<file path="src/rtl/store_rmw_unit.sv">
// store_rmw_unit: executes sb/sh/sw/sd against a 64-bit data memory.
// Sub-doubleword stores do a read-modify-write of the aligned doubleword
// (little-endian byte merge); sd writes REG_DATA unchanged.
// Optional feature macro: STORE_SD_BYPASS_EN -- aligned sd skips the read
// phase and goes straight to WRITE. Without it every type does the read.
module store_rmw_unit #(
  parameter int unsigned RD_LATENCY = 1
) (
  input  logic        clk,
  input  logic        reset_n,
  input  logic        START,
  input  logic [1:0]  STORE_TYPE,
  input  logic [63:0] ADDR,
  input  logic [63:0] REG_DATA,
  input  logic [63:0] MEM_RDATA,
  output logic [63:0] MEM_ADDR,
  output logic [63:0] MEM_WDATA,
  output logic        MEM_WR,
  output logic        BUSY,
  output logic        DONE,
  output logic        MISALIGN
);

  typedef enum logic [1:0] {
    S_IDLE  = 2'd0,
    S_READ  = 2'd1,
    S_WRITE = 2'd2,
    S_FIN   = 2'd3
  } state_t;

  localparam logic [1:0] ST_SB = 2'b00;
  localparam logic [1:0] ST_SH = 2'b01;
  localparam logic [1:0] ST_SW = 2'b10;
  localparam logic [1:0] ST_SD = 2'b11;

  // Last read-phase count: capture happens when the counter reaches it.
  localparam logic [2:0] RD_LAST = 3'(RD_LATENCY - 32'd1);

  // Natural alignment check on the byte offset within the doubleword.
  function automatic logic f_aligned(input logic [1:0] t, input logic [2:0] off);
    logic ok;
    case (t)
      ST_SB:   ok = 1'b1;
      ST_SH:   ok = (off[0] == 1'b0);
      ST_SW:   ok = (off[1:0] == 2'b00);
      ST_SD:   ok = (off == 3'b000);
      default: ok = 1'b0;
    endcase
    return ok;
  endfunction

  // Little-endian merge of the low register bytes into the old doubleword.
  // For sd the offset is always zero, so the full mask yields REG_DATA.
  function automatic logic [63:0] f_merge(input logic [1:0]  t,
                                          input logic [2:0]  off,
                                          input logic [63:0] data,
                                          input logic [63:0] old);
    logic [5:0]  sh;
    logic [63:0] mask;
    logic [63:0] ins;
    sh = {off, 3'b000};
    case (t)
      ST_SB:   mask = 64'h0000_0000_0000_00FF;
      ST_SH:   mask = 64'h0000_0000_0000_FFFF;
      ST_SW:   mask = 64'h0000_0000_FFFF_FFFF;
      default: mask = 64'hFFFF_FFFF_FFFF_FFFF;
    endcase
    mask = mask << sh;
    ins  = data << sh;
    return (old & ~mask) | (ins & mask);
  endfunction

  state_t      r_state;
  logic [2:0]  r_cnt;
  logic [1:0]  r_type;
  logic [2:0]  r_off;
  logic [63:0] r_data;
  logic [63:0] r_mem_addr;
  logic [63:0] r_mem_wdata;
  logic        r_mem_wr;
  logic        r_busy;
  logic        r_done;
  logic        r_misalign;

  logic        w_aligned;
  logic [63:0] w_merged;

  assign w_aligned = f_aligned(STORE_TYPE, ADDR[2:0]);
  assign w_merged  = f_merge(r_type, r_off, r_data, MEM_RDATA);

  // Control FSM with registered memory-port and handshake outputs.
  always_ff @(posedge clk or negedge reset_n) begin
    if (!reset_n) begin
      r_state     <= S_IDLE;
      r_cnt       <= 3'd0;
      r_type      <= 2'b00;
      r_off       <= 3'd0;
      r_data      <= 64'd0;
      r_mem_addr  <= 64'd0;
      r_mem_wdata <= 64'd0;
      r_mem_wr    <= 1'b0;
      r_busy      <= 1'b0;
      r_done      <= 1'b0;
      r_misalign  <= 1'b0;
    end else begin
      // Strobes are single-cycle unless re-asserted below.
      r_mem_wr <= 1'b0;
      r_done   <= 1'b0;
      case (r_state)
        S_IDLE: begin
          if (START) begin
            r_type <= STORE_TYPE;
            r_off  <= ADDR[2:0];
            r_data <= REG_DATA;
            r_busy <= 1'b1;
            if (!w_aligned) begin
              // Dropped store: report immediately, never touch memory.
              r_state    <= S_FIN;
              r_done     <= 1'b1;
              r_misalign <= 1'b1;
            end else begin
              r_mem_addr <= {ADDR[63:3], 3'b000};
              r_misalign <= 1'b0;
`ifdef STORE_SD_BYPASS_EN
              if (STORE_TYPE == ST_SD) begin
                r_state     <= S_WRITE;
                r_mem_wr    <= 1'b1;
                r_mem_wdata <= REG_DATA;
              end else begin
                r_state <= S_READ;
                r_cnt   <= 3'd0;
              end
`else
              r_state <= S_READ;
              r_cnt   <= 3'd0;
`endif
            end
          end else begin
            r_state <= S_IDLE;
          end
        end
        S_READ: begin
          if (r_cnt == RD_LAST) begin
            // Read data is valid this cycle: merge and issue the write.
            r_mem_wdata <= w_merged;
            r_mem_wr    <= 1'b1;
            r_state     <= S_WRITE;
          end else begin
            r_cnt <= r_cnt + 3'd1;
          end
        end
        S_WRITE: begin
          r_state <= S_FIN;
          r_done  <= 1'b1;
        end
        S_FIN: begin
          r_state    <= S_IDLE;
          r_busy     <= 1'b0;
          r_misalign <= 1'b0;
        end
        default: begin
          r_state <= S_IDLE;
          r_busy  <= 1'b0;
        end
      endcase
    end
  end

  assign MEM_ADDR  = r_mem_addr;
  assign MEM_WDATA = r_mem_wdata;
  assign MEM_WR    = r_mem_wr;
  assign BUSY      = r_busy;
  assign DONE      = r_done;
  assign MISALIGN  = r_misalign;

endmodule

</file>
<file path="config.mk">
export PLATFORM = sky130hd
export DESIGN_NAME = store_rmw_unit
export DESIGN_NICKNAME = d
export VERILOG_FILES = /design/src/rtl/store_rmw_unit.sv
export SDC_FILE = /design/constraint.sdc
export NUM_CORES = 1
export LEC_CHECK = 0
export ABC_AREA = 1
export CORE_MARGIN = 2
export CORE_UTILIZATION = 47
export CTS_CLUSTER_SIZE = 20
export DETAILED_ROUTE_END_ITERATION = 16
export PLACE_DENSITY = 0.79
export SYNTH_ARGS = -nofsm -noshare
export SYNTH_HDL_FRONTEND = slang
export SYNTH_SLANG_ARGS = --single-unit
</file>
<file path="constraint.sdc">
create_clock -name clk -period 2.5 [get_ports clk]
set_clock_uncertainty 0.2 [all_clocks]
set_input_delay 0.375 -clock clk [delete_from_list [all_inputs] [get_ports clk]]
set_output_delay 0.375 -clock clk [all_outputs]
set_load 0.05 [all_outputs]
</file>
==> impl_metrics.toml, run 1 <==
[finish]
multiInputGateArea_um2 = 4600
drive_gt1_share_pct = 5.42
finalNetCount = 1924
seq_area_um2 = 5080
fin_area_um2 = 14700
areaGrowthSynthToFinish_pct = 41.3
fill_cells = 1838

[sta]
min_period_over_period_pct = 92.4
totalNegativeSetupSlack_ns = 0
hold_violations = 0
rsz0062_at_grt = "no"
setup_viol = 0
maxSlewHeadroom_pct = 56.0
drv_slew = 0
fmax_mhz = 433
layout_min_cycle_time_ns = 2.31
tightestPinTransition_ns = 0.660

[yosys]
ys_warn_count = 0
yosysSeqAreaShare_pct = 48.8
ys_seq_elements = 203
synth_area_um2 = 10400
synth.distinct_cells = 29
yosysTopAreaCell = "dfrtp_1"
syn-instance-count = 1427
syn_area_per_cell_um2 = 7.29
ys_top_cells_by_area = "dfrtp_1 49%, nand2_1 23%, nand3_1 11%"
synth_top_area_share_pct = 48.8

[setup_path]
rrSetupSlack_ns = 0.26
critical_path_buf_inv_count = 1
crit_type = "reg2out"
cp.arrival_ns = 1.73
cp_top_family = "buffers and inverters"
required_ns = 1.92
startpoint_type = "flip-flop"
cp_slowest_cell = "clkdlybuf4s50_1"
path_max_fanout = 2
slowest_delay_ns = 0.88
worstPathCellList = "clkdlybuf4s50_1"
worstSetupEndpointType = "output pin"

[clock_network]
numCtsBuffers = 22
cts_tree = "done"
htree_levels = 1
cts_root_buf = "clkbuf_16"
path_clk_slew_ns = 0.06
clockBufferDepth = 3
cts_sinks = 203
post_cts_resized = 0
clock_latency_ns = 0.52

[worst_hold_path]
hold_class = "in2async"

[die]
row_count = 54
core_area_um2 = 21800
die_h_um = 153
die_w_um = 153
start_util_pct = 47.8
dieArea_um2 = 23300
ios = 329

[grt]
antenna_found_initial = 2
grt_pass1_vias = 10300
grt_overflow_total = 0
grt_max_degree = 98
grt_first_pass_wirelength_mm = 55.4
grt.total_usage_pct = 29.5

[detailed_routing]
post_drt_wl_per_cell_um = 17.5
drt_pre_antenna_iters = 6
routed_via_density = 5.33
drt_iter0_drc = 1078
final_antenna_net_count = 0
drc_errors = 0
vias = 10700
drt_wl_total_mm = 35.3

[pwr]
peakVddDrop_v = 0.000880
p_per_area_nw_per_um2 = 1560
p_leak_uw = 0.00730

[placed_design]
port_buffers = 325
postPlaceCellArea_um2 = 13900
gp_congestion = 0.990
hpwl_mm = 25.8

[status]
outcome = "finished, final reports clean"

[run]
drv_cap = 0
-- power breakdown --
group | internal [uW] | total [uW] | leakage (uW) | switching, uW
combinational | 4240 | 13600 | 0.00441 | 9320
clock | 2110 | 3430 | 0.000383 | 1320
sequential | 4880 | 6010 | 0.00251 | 1140
-- layout make-up --
type | instances | share of cell area, %
well taps | 280 | 2.38
clock buffers | 33 | 4.71
multi-input cells | 1054 | 31.3
repair buffers | 350 | 24.2
clock inverters | 5 | 0.511
diodes | 2 | 0.0340
flip-flops and latches | 203 | 34.6
inverters | 90 | 2.31
-- per-layer routing --
layer / routed length [um] / GRT usage [%] / vias up
li1: - / - / 5100
met1: 14700 / 42.3 / 5007
met2: 16300 / 46.4 / 541
met3: 2970 / 3.58 / 99
met4: 1330 / 10.8 / 0
met5: 0 / 0 / -
-- through the flow --
stage / hold slack (ns) / total power [uW] / std cells / worst slack, ns / utilization (%)
final: 0.197 / 23000 / 2017 / 0.191 / 67.6
after CTS: 0.183 / 22900 / 2015 / 0.171 / 67.6
after global placement: 0.161 / 19200 / 1976 / 0.352 / 64.0
after global routing: 0.215 / 24400 / 2017 / 0.0924 / 67.6
after detailed placement: 0.163 / 19400 / 1976 / 0.282 / 64.0
after floorplan: -0.121 / 14800 / 1429 / 0.758 / -
-- worst paths after layout --
kind,startpoint,endpoint,cells past startpoint
max in group asynchronous,reset_n,MEM_WDATA[29]$_DFFE_PN0P_,3
hold reg to reg,MEM_ADDR[19]$_DFFE_PN0P_,MEM_ADDR[19]$_DFFE_PN0P_,2
setup / recovery,MEM_WDATA[59]$_DFFE_PN0P_,MEM_WDATA[59],1
min in group clk,REG_DATA[61],r_data[61]$_DFFE_PN0P_,3
hold / removal,reset_n,DONE$_DFF_PN0_,2
setup reg to reg,r_state[0]$_DFFE_PN0P_,r_cnt[1]$_DFFE_PN0P_,9
-- flip-flops by register name, indices dropped and copies added, names as in the netlist, 2 cells and up --
signal     cells
MEM_ADDR      61
MEM_WDATA     64
r_cnt          3
r_data        64
r_off          3
r_state        2
r_type         2
-- placed cells by master (no fill, tap or decap), types with 20 or more instances in the layout --
master and instances:
nand3_1 228, clkdlybuf4s50_1 324, a21oi_1 25, nor2_1 21
inv_1 82, clkbuf_16 23, nand2_1 644, o21ai_0 63
dfrtp_1 202, o21ai_1 20
-- cells by family after synthesis --
family	share of synthesized area [%]
buffers and inverters	7.18
other	0.0360
and+or+nand+nor	37.2
adders and majority gates	0.721
xor gates and xnor gates	0.0842
DFF	48.8
AOI/OAI and AO/OA	5.98
-- synthesized netlist by cell type, drive strengths merged --
| cell | instances |
|---|---|
| a21boi | 8 |
| nand3b | 9 |
| ha | 6 |
| o21ai | 83 |
| nand2 | 651 |
| a21oi | 26 |
| dfrtp | 203 |
| o22ai | 1 |
| a31oi | 1 |
| inv | 90 |
| buf | 53 |
| xnor2 | 1 |
| nor2 | 27 |
| clkbuf | 29 |
| nand3 | 230 |
| or2 | 8 |
| conb | 1 |
-- repair_timing --
| item | in CTS | in global routing |
|---|---|---|
| endpoints found under the hold margin | 44 | 0 |
| setup endpoints to repair | 0 | 0 |
| hold buffers | 1 | 0 |
| buffers inserted | 0 | 0 |
Power figures use the tool's default switching activity.
==> run 2: changes to the inputs <==
--- a/config.mk
+++ b/config.mk
@@ -7,10 +7,11 @@
 export LEC_CHECK = 0
 export ABC_AREA = 1
 export CORE_MARGIN = 2
-export CORE_UTILIZATION = 47
+export CORE_UTILIZATION = 51
 export CTS_CLUSTER_SIZE = 20
 export DETAILED_ROUTE_END_ITERATION = 16
-export PLACE_DENSITY = 0.79
+export PLACE_DENSITY = 0.85
+export SLEW_MARGIN = 15
 export SYNTH_ARGS = -nofsm -noshare
 export SYNTH_HDL_FRONTEND = slang
 export SYNTH_SLANG_ARGS = --single-unit
==> constraint.sdc (replaced) <==
create_clock -name clk -period 2.75 [get_ports clk]
set_clock_uncertainty 0.2 [all_clocks]
set_input_delay 0.4125 -clock clk [delete_from_list [all_inputs] [get_ports clk]]
set_output_delay 0.4125 -clock clk [all_outputs]
set_load 0.05 [all_outputs]
==> run 2 against run 1 <==
Clock power decreased by 15%. Highest routed layer unchanged. Largest power group unchanged. Combinational power decreased by 9%. Setup slack improved by 0.16 ns. Critical path depth unchanged. Sequential cell count unchanged. Final cell count decreased by 0.59%. Non-clock buffer count decreased by 2. Die area decreased by 7.6%. Worst hold slack improved by 0.032 ns.
==> impl_metrics.toml, run 2 (synthesis gave the netlist of run 1 again) <==
[clock_network]
path_clk_slew_ns = 0.06
cts_tree = "done"
clockBufferDepth = 3
post_cts_resized = 0
htree_levels = 1
clock_latency_ns = 0.52
cts_root_buf = "clkbuf_16"
numCtsBuffers = 22
cts_sinks = 203
cts_setup_buffers = 0

[sta]
fmax_mhz = 417
min_period_over_period_pct = 87.2
setup_viol = 0
drv_slew = 0
tightestPinTransition_ns = 0.853
totalNegativeSetupSlack_ns = 0
layout_min_cycle_time_ns = 2.40
hold_violations = 0
rsz0062_at_grt = "no"
maxSlewHeadroom_pct = 43.1

[detailed_routing]
final_antenna_net_count = 0
drt_iter0_drc = 1174
post_drt_wl_per_cell_um = 17.8
routed_via_density = 5.45
vias = 10900
drt_wl_total_mm = 35.6
drt_pre_antenna_iters = 6
drc_errors = 0

[finish]
fin_area_um2 = 14600
drive_gt1_share_pct = 5.19
final_common_cell = "nand2_1"
final_cell_count_no_fill = 2005
areaGrowthSynthToFinish_pct = 40.4
fill_cells = 1582
finalNetCount = 1922
layout_common_cells = "644 x nand2_1, 324 x clkdlybuf4s50_1, 228 x nand3_1"

[setup_path]
r2r_cells = 7
worstSetupEndpoint = "MEM_WDATA[27]"
required_ns = 2.14
crit_type = "reg2out"
worstSetupEndpointType = "output pin"
rr_startpoint = "r_state[1]$_DFFE_PN0P_"
slowest_delay_ns = 0.84
rrSetupSlack_ns = 0.57
cp_slowest_cell = "clkdlybuf4s50_1"
cp.arrival_ns = 1.79
critical_path_buf_inv_count = 1
cp_top_family = "buffers and inverters"
path_depth = 1
startpoint_type = "flip-flop"
cp-startpoint = "MEM_WDATA[27]$_DFFE_PN0P_"
worstPathCellList = "clkdlybuf4s50_1"
reg2reg_to = "MEM_WDATA[12]$_DFFE_PN0P_"
path_max_fanout = 2

[grt]
grt.total_usage_pct = 32.2
antenna_found_initial = 1
grt_overflow_total = 0
grt_max_degree = 84
grt_pass1_vias = 10300
grt_first_pass_wirelength_mm = 55.1

[placed_design]
dp_cells = 1964
postPlaceCellArea_um2 = 13900
hpwl_mm = 26.2
gp_congestion = 1.01
port_buffers = 325

[pwr]
p_per_area_nw_per_um2 = 1420
p_leak_uw = 0.00724
peakVddDrop_v = 0.000744
finalPower_uw = 20800

[run]
drv_cap = 0

[die]
start_util_pct = 51.8
row_count = 52
core_area_um2 = 20100
die_h_um = 147
dieArea_um2 = 21600
ios = 329
die_w_um = 147

[status]
outcome = "finished, final reports clean"

[worst_hold_path]
hold_class = "in2reg"
run 2: what timing repair did:
item | in CTS | in global routing
endpoints found under the setup margin | 0 | 0
hold buffers | 1 | 0
endpoints found under the hold margin | 65 | 0
run 2: layout make-up:
cell class                      count  area (um2)  share of cell area (%)
Antenna cell                        1        2.50                  0.0171
Clock buffer                       33         652                    4.46
Clock inverter                      6        51.3                   0.351
Inverter                           90         340                    2.33
Multi-Input combinational cell   1054        4600                    31.5
Sequential cell                   203        5080                    34.8
Tap cell                          270         338                    2.31
Timing Repair Buffer              348        3540                    24.3
run 2: metrics by stage:
| stage | hold WS (ns) | util [%] | worst slack [ns] |
|---|---|---|---|
| after floorplan | -0.0831 | - | 1.01 |
| after global placement | 0.253 | 69.1 | 0.592 |
| after detailed placement | 0.258 | 69.1 | 0.510 |
| after CTS | 0.223 | 72.6 | 0.330 |
| after global routing | 0.246 | 72.7 | 0.338 |
| final | 0.229 | 72.7 | 0.351 |
run 2: routing by layer:
metal | routed length (um) | part of all wire, % | GRT usage, % | up-vias
met4 | 1200 | 3.4 | 9.76 | 0
met3 | 3400 | 9.6 | 6.15 | 101
met1 | 14100 | 39 | 43.4 | 5110
met5 | 0 | 0 | 0 | -
li1 | - | - | - | 5108
met2 | 17000 | 48 | 53.2 | 610
run 2: how the worst min path moves through the flow:
stage | end | slack, ns | cells after the start | from
after CTS | r_data[60]$_DFFE_PN0P_ | 0.22 | 3 | REG_DATA[60]
after floorplan | BUSY$_DFFE_PN0P_ | -0.08 | 0 | reset_n
after detailed placement | MEM_ADDR[5]$_DFFE_PN0P_ | 0.26 | 1 | reset_n
after global routing | r_data[58]$_DFFE_PN0P_ | 0.25 | 3 | REG_DATA[58]
final | r_data[60]$_DFFE_PN0P_ | 0.23 | 3 | REG_DATA[60]
after global placement | MEM_ADDR[6]$_DFFE_PN0P_ | 0.25 | 2 | MEM_ADDR[6]$_DFFE_PN0P_
run 2: report_power, final:
group	switching (uW)	internal, uW
clock network	1250	1650
registers	1040	4430
logic	8610	3830
total	10900	9910
==> run 3: changes to the inputs <==
--- a/config.mk
+++ b/config.mk
@@ -6,12 +6,12 @@
 export NUM_CORES = 1
 export LEC_CHECK = 0
 export ABC_AREA = 1
-export CORE_MARGIN = 2
+export CORE_MARGIN = 8
 export CORE_UTILIZATION = 51
 export CTS_CLUSTER_SIZE = 20
 export DETAILED_ROUTE_END_ITERATION = 16
-export PLACE_DENSITY = 0.85
-export SLEW_MARGIN = 15
+export PLACE_DENSITY_LB_ADDON = 0.2
+export SLEW_MARGIN = 20
 export SYNTH_ARGS = -nofsm -noshare
 export SYNTH_HDL_FRONTEND = slang
 export SYNTH_SLANG_ARGS = --single-unit
==> run 3 against run 2 <==
Setup slack better by 0.056 ns. Sequential power hardly changed. Highest routed layer unchanged. Design area is 0.18% higher. Clock power is 10% higher. Worst hold slack worse by 0.013 ns. Combinational power hardly changed. Die area is 17% higher. Global-route usage is 4.1 points lower. Critical endpoint is now MEM_WDATA[60]. Register-to-register slack worse by 0.15 ns.
==> impl_metrics.toml, run 3 (synthesis gave the netlist of run 1 again) <==
[grt]
grt_max_degree = 95
grt.total_usage_pct = 28.1
antenna_found_initial = 2
grt_pass1_vias = 10400
grt_first_pass_wirelength_mm = 57.3
grt_overflow_total = 0

[pwr]
p_per_area_nw_per_um2 = 1440
p_leak_uw = 0.00726
peakVddDrop_v = 0.000813

[die]
start_util_pct = 51.8
core_area_um2 = 20100
row_count = 52
die_h_um = 159
dieArea_um2 = 25200
die_w_um = 159
ios = 329

[finish]
final_cell_count_no_fill = 2002
final_common_cell = "nand2_1"
layout_common_cells = "644 x nand2_1, 324 x clkdlybuf4s50_1, 228 x nand3_1"
fill_cells = 1591
drive_gt1_share_pct = 5.03
areaGrowthSynthToFinish_pct = 40.6
finalNetCount = 1921

[placed_design]
port_buffers = 325
place_ws_ns = 0.388
hpwl_mm = 27.0
gp_congestion = 0.930
dp_cells = 1962

[detailed_routing]
drc_errors = 0
drt_iter0_drc = 1013
vias = 10700
final_antenna_net_count = 0
drt_wl_total_mm = 36.5
post_drt_wl_per_cell_um = 18.3
drt_pre_antenna_iters = 6
routed_via_density = 5.34

[setup_path]
cp_slowest_cell = "clkdlybuf4s50_1"
startpoint_type = "flip-flop"
slowest_delay_ns = 0.87
cp.arrival_ns = 1.73
path_max_fanout = 2
reg2reg_to = "r_cnt[1]$_DFFE_PN0P_"
crit_type = "reg2out"
rrSetupSlack_ns = 0.42
required_ns = 2.14
critical_path_buf_inv_count = 1
rr_startpoint = "r_state[1]$_DFFE_PN0P_"
worstPathCellList = "clkdlybuf4s50_1"
worstSetupEndpointType = "output pin"
r2r_cells = 9
cp_top_family = "buffers and inverters"

[clock_network]
numCtsBuffers = 23
cts_tree = "done"
clock_latency_ns = 0.52
post_cts_resized = 0
htree_levels = 1
clockBufferDepth = 3
cts_root_buf = "clkbuf_16"
path_clk_slew_ns = 0.06
cts_sinks = 203
cts_setup_buffers = 0

[sta]
rsz0062_at_grt = "no"
setup_ws_ns = 0.407
setup_viol = 0
drv_slew = 0
layout_min_cycle_time_ns = 2.34
hold_violations = 0
maxSlewHeadroom_pct = 58.5
tightestPinTransition_ns = 0.623
min_period_over_period_pct = 85.2
fmax_mhz = 427
totalNegativeSetupSlack_ns = 0

[run]
drv_cap = 0

[status]
outcome = "finished, final reports clean"

[worst_hold_path]
hold_class = "in2async"
-- run 3: final cells by class --
| cell class | count | area, um2 | share of cell area [%] |
|---|---|---|---|
| clock inverter | 6 | 134 | 0.915 |
| multi-input combinational | 1054 | 4600 | 31.4 |
| tap | 270 | 338 | 2.31 |
| clock buffer | 31 | 646 | 4.41 |
| sequential | 203 | 5080 | 34.7 |
| antenna | 2 | 5.00 | 0.0342 |
| timing repair buffer | 346 | 3490 | 23.9 |
| inverter | 90 | 340 | 2.33 |
-- run 3: how the worst max path moves through the flow --
stage	from	end	slack (ns)	depth (start not counted)
final	MEM_WDATA[60]$_DFFE_PN0P_	MEM_WDATA[60]	0.41	1
after global routing	r_state[0]$_DFFE_PN0P_	r_cnt[1]$_DFFE_PN0P_	0.19	9
after CTS	MEM_WDATA[30]$_DFFE_PN0P_	MEM_WDATA[30]	0.40	1
after detailed placement	START	r_cnt[1]$_DFFE_PN0P_	0.39	8
after global placement	START	r_cnt[2]$_DFFE_PN0P_	0.47	8
after floorplan	r_state[0]$_DFFE_PN0P_	r_cnt[0]$_DFFE_PN0P_	1.01	9
-- run 3: layer usage --
metal / track usage [%] / up-vias / routed length, um
li1: - / 5092 / -
met1: 36.4 / 4954 / 14500
met2: 44.3 / 547 / 16900
met3: 7.37 / 88 / 3580
met4: 11.4 / 0 / 1550
met5: 0 / - / 0
-- run 3: metrics by stage --
stage          power [uW]  hold WS, ns  area (um2)  util (%)
6_report            21000        0.216       14600      72.8
5_1_grt             22200        0.253       14600      72.8
4_1_cts             20900        0.233       14600      72.8
3_5_place_dp        17700        0.207       13800      68.8
3_3_place_gp        17400        0.207       13800      68.8
2_1_floorplan       13400      -0.0831       10400         -
-- run 3: timing repair --
| action | in CTS | in global routing |
|---|---|---|
| endpoints found under the hold margin | 49 | 0 |
| hold buffers | 1 | 0 |
| endpoints found under the setup margin | 0 | 0 |
-- run 3: power by group --
group / total, uW / internal, uW / leakage [uW] / switching, uW
combinational: 12300 / 3790 / 0.00437 / 8520
clock: 3200 / 2000 / 0.000381 / 1190
sequential: 5500 / 4430 / 0.00251 / 1070
total: 21000 / 10200 / 0.00726 / 10800
